--- config.mk ---
export PLATFORM = sky130hd
export DESIGN_NAME = seg7_scan_to_bcd_flat
export DESIGN_NICKNAME = d
export VERILOG_FILES = /design/src/rtl/seg7_pkg.sv /design/src/rtl/seg7_scan_to_bcd_if.sv /design/src/rtl/seg7_pattern_decode.sv /design/src/rtl/seg7_scan_to_bcd.sv /design/src/flat_wrapper.sv
export SDC_FILE = /design/constraint.sdc
export NUM_CORES = 1
export LEC_CHECK = 0
export CAP_MARGIN = 25
export CORE_UTILIZATION = 62
export CTS_BUF_LIST = sky130_fd_sc_hd__clkbuf_8
export DETAILED_ROUTE_END_ITERATION = 6
export DONT_BUFFER_PORTS = 1
export PLACE_DENSITY_LB_ADDON = 0.05
export SYNTH_ARGS = -nofsm -noshare
export SYNTH_HDL_FRONTEND = slang
export SYNTH_SLANG_ARGS = --single-unit
--- constraint.sdc ---
create_clock -name clk -period 4.6 [get_ports clk]
set_input_delay 1.38 -clock clk [delete_from_list [all_inputs] [get_ports clk]]
set_output_delay 1.38 -clock clk [all_outputs]
set_load 0.1 [all_outputs]
--- src/rtl/seg7_pkg.sv ---
// Shared 7-segment definitions: segment encodings (abcdefg, active-high),
// the invalid-digit code and the receive scanner's FSM state type.
package seg7_pkg;

  localparam logic [6:0] SEG_0 = 7'b1111110;
  localparam logic [6:0] SEG_1 = 7'b0110000;
  localparam logic [6:0] SEG_2 = 7'b1101101;
  localparam logic [6:0] SEG_3 = 7'b1111001;
  localparam logic [6:0] SEG_4 = 7'b0110011;
  localparam logic [6:0] SEG_5 = 7'b1011011;
  localparam logic [6:0] SEG_6 = 7'b1011111;
  localparam logic [6:0] SEG_7 = 7'b1110000;
  localparam logic [6:0] SEG_8 = 7'b1111111;
  localparam logic [6:0] SEG_9 = 7'b1111011;

  localparam logic [3:0] BCD_INVALID = 4'hF;

  typedef enum logic {
    WAIT_STABLE = 1'b0,
    HOLD        = 1'b1
  } scan_state_t;

endpackage

--- src/rtl/seg7_scan_to_bcd_if.sv ---
// Bus between a multiplexed segment source and the scan-to-BCD receiver.
// There is no ready: frame_valid is a one-cycle pulse and the consumer must
// take bcd_out/digit_err in that cycle; they then hold until the next frame.
interface seg7_scan_to_bcd_if #(
  parameter int NUM_DIGITS = 4
);
  import seg7_pkg::*;

  logic [6:0]              seg_in;
  logic [NUM_DIGITS-1:0]   dig_sel;
  logic [4*NUM_DIGITS-1:0] bcd_out;
  logic                    frame_valid;
  logic [NUM_DIGITS-1:0]   digit_err;
  scan_state_t             dbg_state;

  modport master (
    output seg_in, dig_sel,
    input  bcd_out, frame_valid, digit_err, dbg_state
  );

  modport slave (
    input  seg_in, dig_sel,
    output bcd_out, frame_valid, digit_err, dbg_state
  );

endinterface

--- src/rtl/seg7_pattern_decode.sv ---
// Combinational inverse of the BCD-to-7-segment encoder; anything that is
// not one of the ten digit glyphs decodes to BCD_INVALID with o_err set.
module seg7_pattern_decode
  import seg7_pkg::*;
(
  input  logic [6:0] i_pattern,
  output logic [3:0] o_nibble,
  output logic       o_err
);

  always_comb begin
    o_nibble = BCD_INVALID;
    o_err    = 1'b1;
    case (i_pattern)
      SEG_0: begin o_nibble = 4'd0; o_err = 1'b0; end
      SEG_1: begin o_nibble = 4'd1; o_err = 1'b0; end
      SEG_2: begin o_nibble = 4'd2; o_err = 1'b0; end
      SEG_3: begin o_nibble = 4'd3; o_err = 1'b0; end
      SEG_4: begin o_nibble = 4'd4; o_err = 1'b0; end
      SEG_5: begin o_nibble = 4'd5; o_err = 1'b0; end
      SEG_6: begin o_nibble = 4'd6; o_err = 1'b0; end
      SEG_7: begin o_nibble = 4'd7; o_err = 1'b0; end
      SEG_8: begin o_nibble = 4'd8; o_err = 1'b0; end
      SEG_9: begin o_nibble = 4'd9; o_err = 1'b0; end
      default: begin o_nibble = BCD_INVALID; o_err = 1'b1; end
    endcase
  end

endmodule

--- src/rtl/seg7_scan_to_bcd.sv ---
// Recovers BCD digits from a multiplexed 7-segment bus: debounce each strobed
// digit, decode it into a shadow slot, publish a full frame with a pulse.
module seg7_scan_to_bcd
  import seg7_pkg::*;
#(
  parameter int NUM_DIGITS    = 4,
  parameter int STABLE_CYCLES = 3
) (
  input  logic               clk,
  input  logic               rst,
  seg7_scan_to_bcd_if.slave  bus
);

  localparam logic [3:0] STABLE = 4'(STABLE_CYCLES);

  logic [6:0]              r_seg_q;
  logic [NUM_DIGITS-1:0]   r_sel_q;
  logic [3:0]              r_cnt;
  scan_state_t             r_state;
  scan_state_t             w_next_state;
  logic [4*NUM_DIGITS-1:0] r_shadow;
  logic [NUM_DIGITS-1:0]   r_shadow_err;
  logic [NUM_DIGITS-1:0]   r_captured;
  logic [4*NUM_DIGITS-1:0] r_bcd;
  logic [NUM_DIGITS-1:0]   r_err;
  logic                    r_fv;

  logic                    w_new_onehot;
  logic                    w_change;
  logic                    w_capture;
  logic [NUM_DIGITS-1:0]   w_cap_mask;
  logic                    w_frame_done;
  logic [3:0]              w_nibble;
  logic                    w_err;

  // "New sample" is what the input registers load on this edge.
  assign w_new_onehot = (bus.dig_sel != '0) &&
                        ((bus.dig_sel & (bus.dig_sel - NUM_DIGITS'(1))) == '0);
  assign w_change     = {bus.dig_sel, bus.seg_in} != {r_sel_q, r_seg_q};
  assign w_frame_done = (r_captured == '1);
  assign w_cap_mask   = w_capture ? r_sel_q : '0;

  seg7_pattern_decode u_decode (
    .i_pattern (r_seg_q),
    .o_nibble  (w_nibble),
    .o_err     (w_err)
  );

  always_ff @(posedge clk or posedge rst) begin
    if (rst) begin
      r_seg_q <= '0;
      r_sel_q <= '0;
      r_cnt   <= '0;
    end else begin
      r_seg_q <= bus.seg_in;
      r_sel_q <= bus.dig_sel;
      if (!w_new_onehot)
        r_cnt <= '0;
      else if (w_change)
        r_cnt <= 4'd1;
      else if (r_cnt != STABLE)
        r_cnt <= r_cnt + 4'd1;
    end
  end

  always_ff @(posedge clk or posedge rst) begin
    if (rst) r_state <= WAIT_STABLE;
    else     r_state <= w_next_state;
  end

  // The value must still be on the bus at the capture edge, so a strobe of
  // only STABLE_CYCLES clocks is rejected and the minimum width is one more.
  always_comb begin
    w_next_state = r_state;
    w_capture    = 1'b0;
    case (r_state)
      WAIT_STABLE: begin
        if (r_cnt == STABLE && !w_change) begin
          w_capture    = 1'b1;
          w_next_state = HOLD;
        end
      end
      HOLD: begin
        if (w_change) w_next_state = WAIT_STABLE;
      end
      default: w_next_state = WAIT_STABLE;
    endcase
  end

  always_ff @(posedge clk or posedge rst) begin
    if (rst) begin
      r_shadow     <= '0;
      r_shadow_err <= '0;
    end else begin
      for (int i = 0; i < NUM_DIGITS; i++) begin
        if (w_cap_mask[i]) begin
          r_shadow[4*i +: 4] <= w_nibble;
          r_shadow_err[i]    <= w_err;
        end
      end
    end
  end

  // A capture on the publishing edge starts the next frame's mask.
  always_ff @(posedge clk or posedge rst) begin
    if (rst) begin
      r_captured <= '0;
      r_bcd      <= '0;
      r_err      <= '0;
      r_fv       <= 1'b0;
    end else begin
      r_fv <= w_frame_done;
      if (w_frame_done) begin
        r_bcd      <= r_shadow;
        r_err      <= r_shadow_err;
        r_captured <= w_cap_mask;
      end else begin
        r_captured <= r_captured | w_cap_mask;
      end
    end
  end

  assign bus.bcd_out     = r_bcd;
  assign bus.digit_err   = r_err;
  assign bus.frame_valid = r_fv;
  assign bus.dbg_state   = r_state;

endmodule

--- src/flat_wrapper.sv ---
// flat-port wrapper written by rule: the top's interface ports become plain ports
module seg7_scan_to_bcd_flat import seg7_pkg::*;
#(
  parameter int NUM_DIGITS    = 4,
  parameter int STABLE_CYCLES = 3
)
  (clk, rst, bus_seg_in, bus_dig_sel, bus_bcd_out, bus_frame_valid, bus_digit_err, bus_dbg_state);
  seg7_scan_to_bcd_if #(.NUM_DIGITS(NUM_DIGITS)) bus_i ();
  input  logic clk;
  input  logic rst;
  input wire logic [$bits(bus_i.seg_in)-1:0] bus_seg_in;
  input wire logic [$bits(bus_i.dig_sel)-1:0] bus_dig_sel;
  output wire logic [$bits(bus_i.bcd_out)-1:0] bus_bcd_out;
  output wire logic [$bits(bus_i.frame_valid)-1:0] bus_frame_valid;
  output wire logic [$bits(bus_i.digit_err)-1:0] bus_digit_err;
  output wire logic [$bits(bus_i.dbg_state)-1:0] bus_dbg_state;
  assign bus_i.seg_in = bus_seg_in;
  assign bus_i.dig_sel = bus_dig_sel;
  assign bus_bcd_out = bus_i.bcd_out;
  assign bus_frame_valid = bus_i.frame_valid;
  assign bus_digit_err = bus_i.digit_err;
  assign bus_dbg_state = bus_i.dbg_state;
  seg7_scan_to_bcd #(.NUM_DIGITS(NUM_DIGITS), .STABLE_CYCLES(STABLE_CYCLES)) u_core (.clk(clk), .rst(rst), .bus(bus_i));
endmodule
==> impl_metrics.py <==
metrics = {
    "timing": {
        "layout_setup_ws_ps": 1930,
        "finalSetupViolCount": 0,
        "slew_headroom_pct": 38.1,
        "timing.final.hold_violations": 0,
        "period_minus_slack_ps": 2670,
        "finClkSkew_ps": 4.82,
        "timing.final.max_slew_violations": 0,
        "worst_slew_pin_tran_ps": 929,
        "setup_repair_after_global_routing_missed_its_margin": "no",
        "max_freq_ghz": 0.374,
        "setup_total_negative_slack_ps": 0,
        "hold-worst-slack_ps": 463,
        "finalCritPeriodShare_pct": 58.1,
    },
    "clock_network": {
        "numClockSinks": 61,
        "tritoncts": "done",
        "holdBufCountCts": 0,
        "postCtsSetupRepairBufs": 0,
        "path_clk_slew_ps": 70,
        "cts-resized-gates": 0,
        "htree_num_levels": 3,
        "clock-root-buffer": "clkbuf_8",
        "numCtsBuffers": 9,
        "ctsLongestPathBuffers": 2,
        "clock_latency_on_the_worst_skew_pair_ps": 330,
    },
    "pwr": {
        "ir_worst_vdd_mv": 0.258,
        "powerDensity_nw_per_um2": 356,
        "p_total_uw": 983,
        "p_leak_nw": 1.41,
    },
    "cells_and_area": {
        "final_design_area_no_fill_um2": 2760,
        "insertedDiodeCount": 0,
        "final_cells": 286,
        "fin_nets": 247,
        "final_layout_size_suffix_gt1_share_pct": 20.2,
        "layout.core_utilization_pct": 72.7,
        "area.growth.synth_to_final_pct": 8.03,
    },
    "grt": {
        "antenna_violations_before_repair": 0,
        "wire_length_of_the_first_global_routing_pass_mm": 7.79,
        "grtUsageTotal_pct": 25.1,
        "via_count_of_the_first_global_routing_pass": 1757,
        "globalRoute.totalOverflow": 0,
        "grt_max_degree": 38,
    },
    "synthesis": {
        "synth.largest_area_cell": "dfrtp_1",
        "dominant_cells_by_area_after_synthesis": "dfrtp_1, nand2_1, mux2_2",
        "synth_area_um2": 2550,
        "ys.warnings.count": 0,
        "synth_top_area_share_pct": 59.7,
        "post_synthesis_register_bit_count": 61,
        "synth_area_per_cell_um2": 11.2,
        "syn_nets": 242,
        "seq_area_frac_synth_pct": 59.7,
        "synth_cell_type_count": 38,
        "synthCells": 228,
    },
    "setup_path": {
        "critical_path_arrival_ps": 1290,
        "cp_data_required_time_ps": 3220,
        "timing_worst_setup_path_type": "reg -> out",
        "critical_path.endpoint_type": "output pin",
        "kind_of_start_point_of_the_critical_path": "flip-flop",
        "path_max_fanout": 2,
    },
    "route": {
        "num_vias": 1636,
        "routed_wire_length_per_instance_um": 15.6,
        "via_cell_ratio": 5.72,
        "finalWirelength_mm": 4.47,
        "remaining_drc_errors": 0,
        "drt.antenna.violating_nets": 0,
        "drt_iter0_drc": 188,
        "drt_pre_antenna_iters": 4,
    },
    "status": {
        "outcome": "completed",
    },
    "min_path": {
        "hold_path.class": "reg -> reg",
    },
    "place": {
        "pre_cts_slack_ps": 1700,
        "portBuffers": 0,
        "place_congestion": 0.763,
        "post_placement_cell_count": 269,
        "hpwlAfterDp_mm": 3.13,
        "placed_area_um2": 2580,
    },
    "floorplan": {
        "rows": 22,
        "ios": 35,
        "fp.dieH_um": 66.2,
        "fp.dieArea_um2": 4380,
        "core_region_area_um2": 3800,
        "die_w_um": 66.2,
        "initial_core_util_pct": 67.3,
    },
    "run": {
        "maxCapViolations": 0,
    },
}
-- report_power, final --
| part | internal [mW] | switching [mW] | leakage (nW) |
|---|---|---|---|
| Clock | 0.191 | 0.203 | 0.0808 |
| Combinational | 0.0152 | 0.0227 | 0.502 |
| Sequential | 0.542 | 0.00899 | 0.826 |
-- final cells by class --
type | count | area [um2]
clock buffer | 9 | 124
fill | 254 | 1040
sequential | 61 | 1530
tap | 48 | 60.1
timing repair buffer | 2 | 22.5
multi-input combinational | 157 | 977
inverter | 2 | 7.51
clock inverter | 7 | 42.5
-- worst reg2reg max path, stage by stage (launching register included) --
cell,delay (ps)
dfrtp_1,390
ha_1,200
nor3b_1,500
and2b_1,270
nand3_1,310
mux2_2,380
-- sequential cells by signal (all words and copies together), names as in the netlist --
| signal | cells |
|---|---|
| u_core.bus.bcd_out | 16 |
| u_core.r_shadow | 16 |
| u_core.r_seg_q | 7 |
| u_core.bus.digit_err | 4 |
| u_core.r_captured | 4 |
| u_core.r_cnt | 4 |
| u_core.r_sel_q | 4 |
| u_core.r_shadow_err | 4 |
| u_core.bus.dbg_state | 1 |
| u_core.bus.frame_valid | 1 |
-- per-layer routing --
| metal | routed length [um] | global-route usage, % | vias to the layer above |
|---|---|---|---|
| met5 | 0 | 0 | - |
| met4 | 54 | 15.7 | 0 |
| met3 | 298 | 7.07 | 6 |
| met2 | 2130 | 39.7 | 62 |
| met1 | 1980 | 30.2 | 795 |
| li1 | - | - | 773 |
-- final timing paths --
path                                               startpoint                                 end  slack (ps)  cells after the start
max reg2reg                       u_core.r_cnt[0]$_DFFE_PP0P_      u_core.r_shadow[2]$_DFFE_PP0P_        2430                      5
min in group asynchronous                                 rst  u_core.r_shadow_err[2]$_DFFE_PP0P_        1050                      1
min                            u_core.r_shadow[5]$_DFFE_PP0P_   u_core.bus.bcd_out[5]$_DFFE_PP0P_         460                      2
min reg2reg                    u_core.r_shadow[5]$_DFFE_PP0P_   u_core.bus.bcd_out[5]$_DFFE_PP0P_         460                      2
max in group asynchronous                                 rst         u_core.r_seg_q[2]$_DFF_PP0_        2750                      2
max                        u_core.bus.bcd_out[10]$_DFFE_PP0P_                     bus_bcd_out[10]        1930                      0
-- cells by family (layout without fill, tap and decap cells) --
kind of cell	count (synthesis)	count (layout)	share of synthesized area [%]
buffers and inverters	10	20	2.01
AO/OA/AOI/OAI	16	16	4.65
XOR/XNOR	14	14	4.80
AND/OR/NAND/NOR	103	103	18.3
multiplexers	23	23	10.0
flip-flops	61	61	59.7
adder cells (fa/ha/maj)	1	1	0.490
-- cells in the mapped netlist (all sizes together) --
| cell | count |
|---|---|
| nor4 | 2 |
| ha | 1 |
| o21bai | 1 |
| o22ai | 1 |
| and2 | 4 |
| nor3b | 1 |
| and2b | 2 |
| a31o | 1 |
| or4b | 1 |
| a21boi | 1 |
| mux2 | 21 |
| or3b | 1 |
| xor2 | 3 |
| xnor2 | 11 |
| a32o | 1 |
| o41ai | 1 |
| or2 | 1 |
| nand3 | 6 |
| dfrtp | 61 |
| a32oi | 1 |
| nor2 | 6 |
| nand4b | 1 |
| o21ai | 5 |
| a21o | 1 |
| nand2 | 74 |
| nor3 | 1 |
| inv | 2 |
| a22oi | 2 |
| nand4 | 3 |
| clkbuf | 4 |
| o21a | 1 |
| buf | 4 |
| mux2i | 2 |
-- layout by cell type (no fill, tap or decap), types with 2 or more instances in the layout --
cell	count
mux2i_1	2
nor2_1	6
nand3_1	6
clkinv_2	4
and2b_1	2
clkinvlp_4	3
nand4_1	3
dfrtp_1	61
o21ai_0	5
and2_1	3
xor2_1	3
xnor2_1	11
mux2_2	21
nand2_1	74
clkbuf_8	9
No activity file was read; power rests on OpenSTA's default activity.
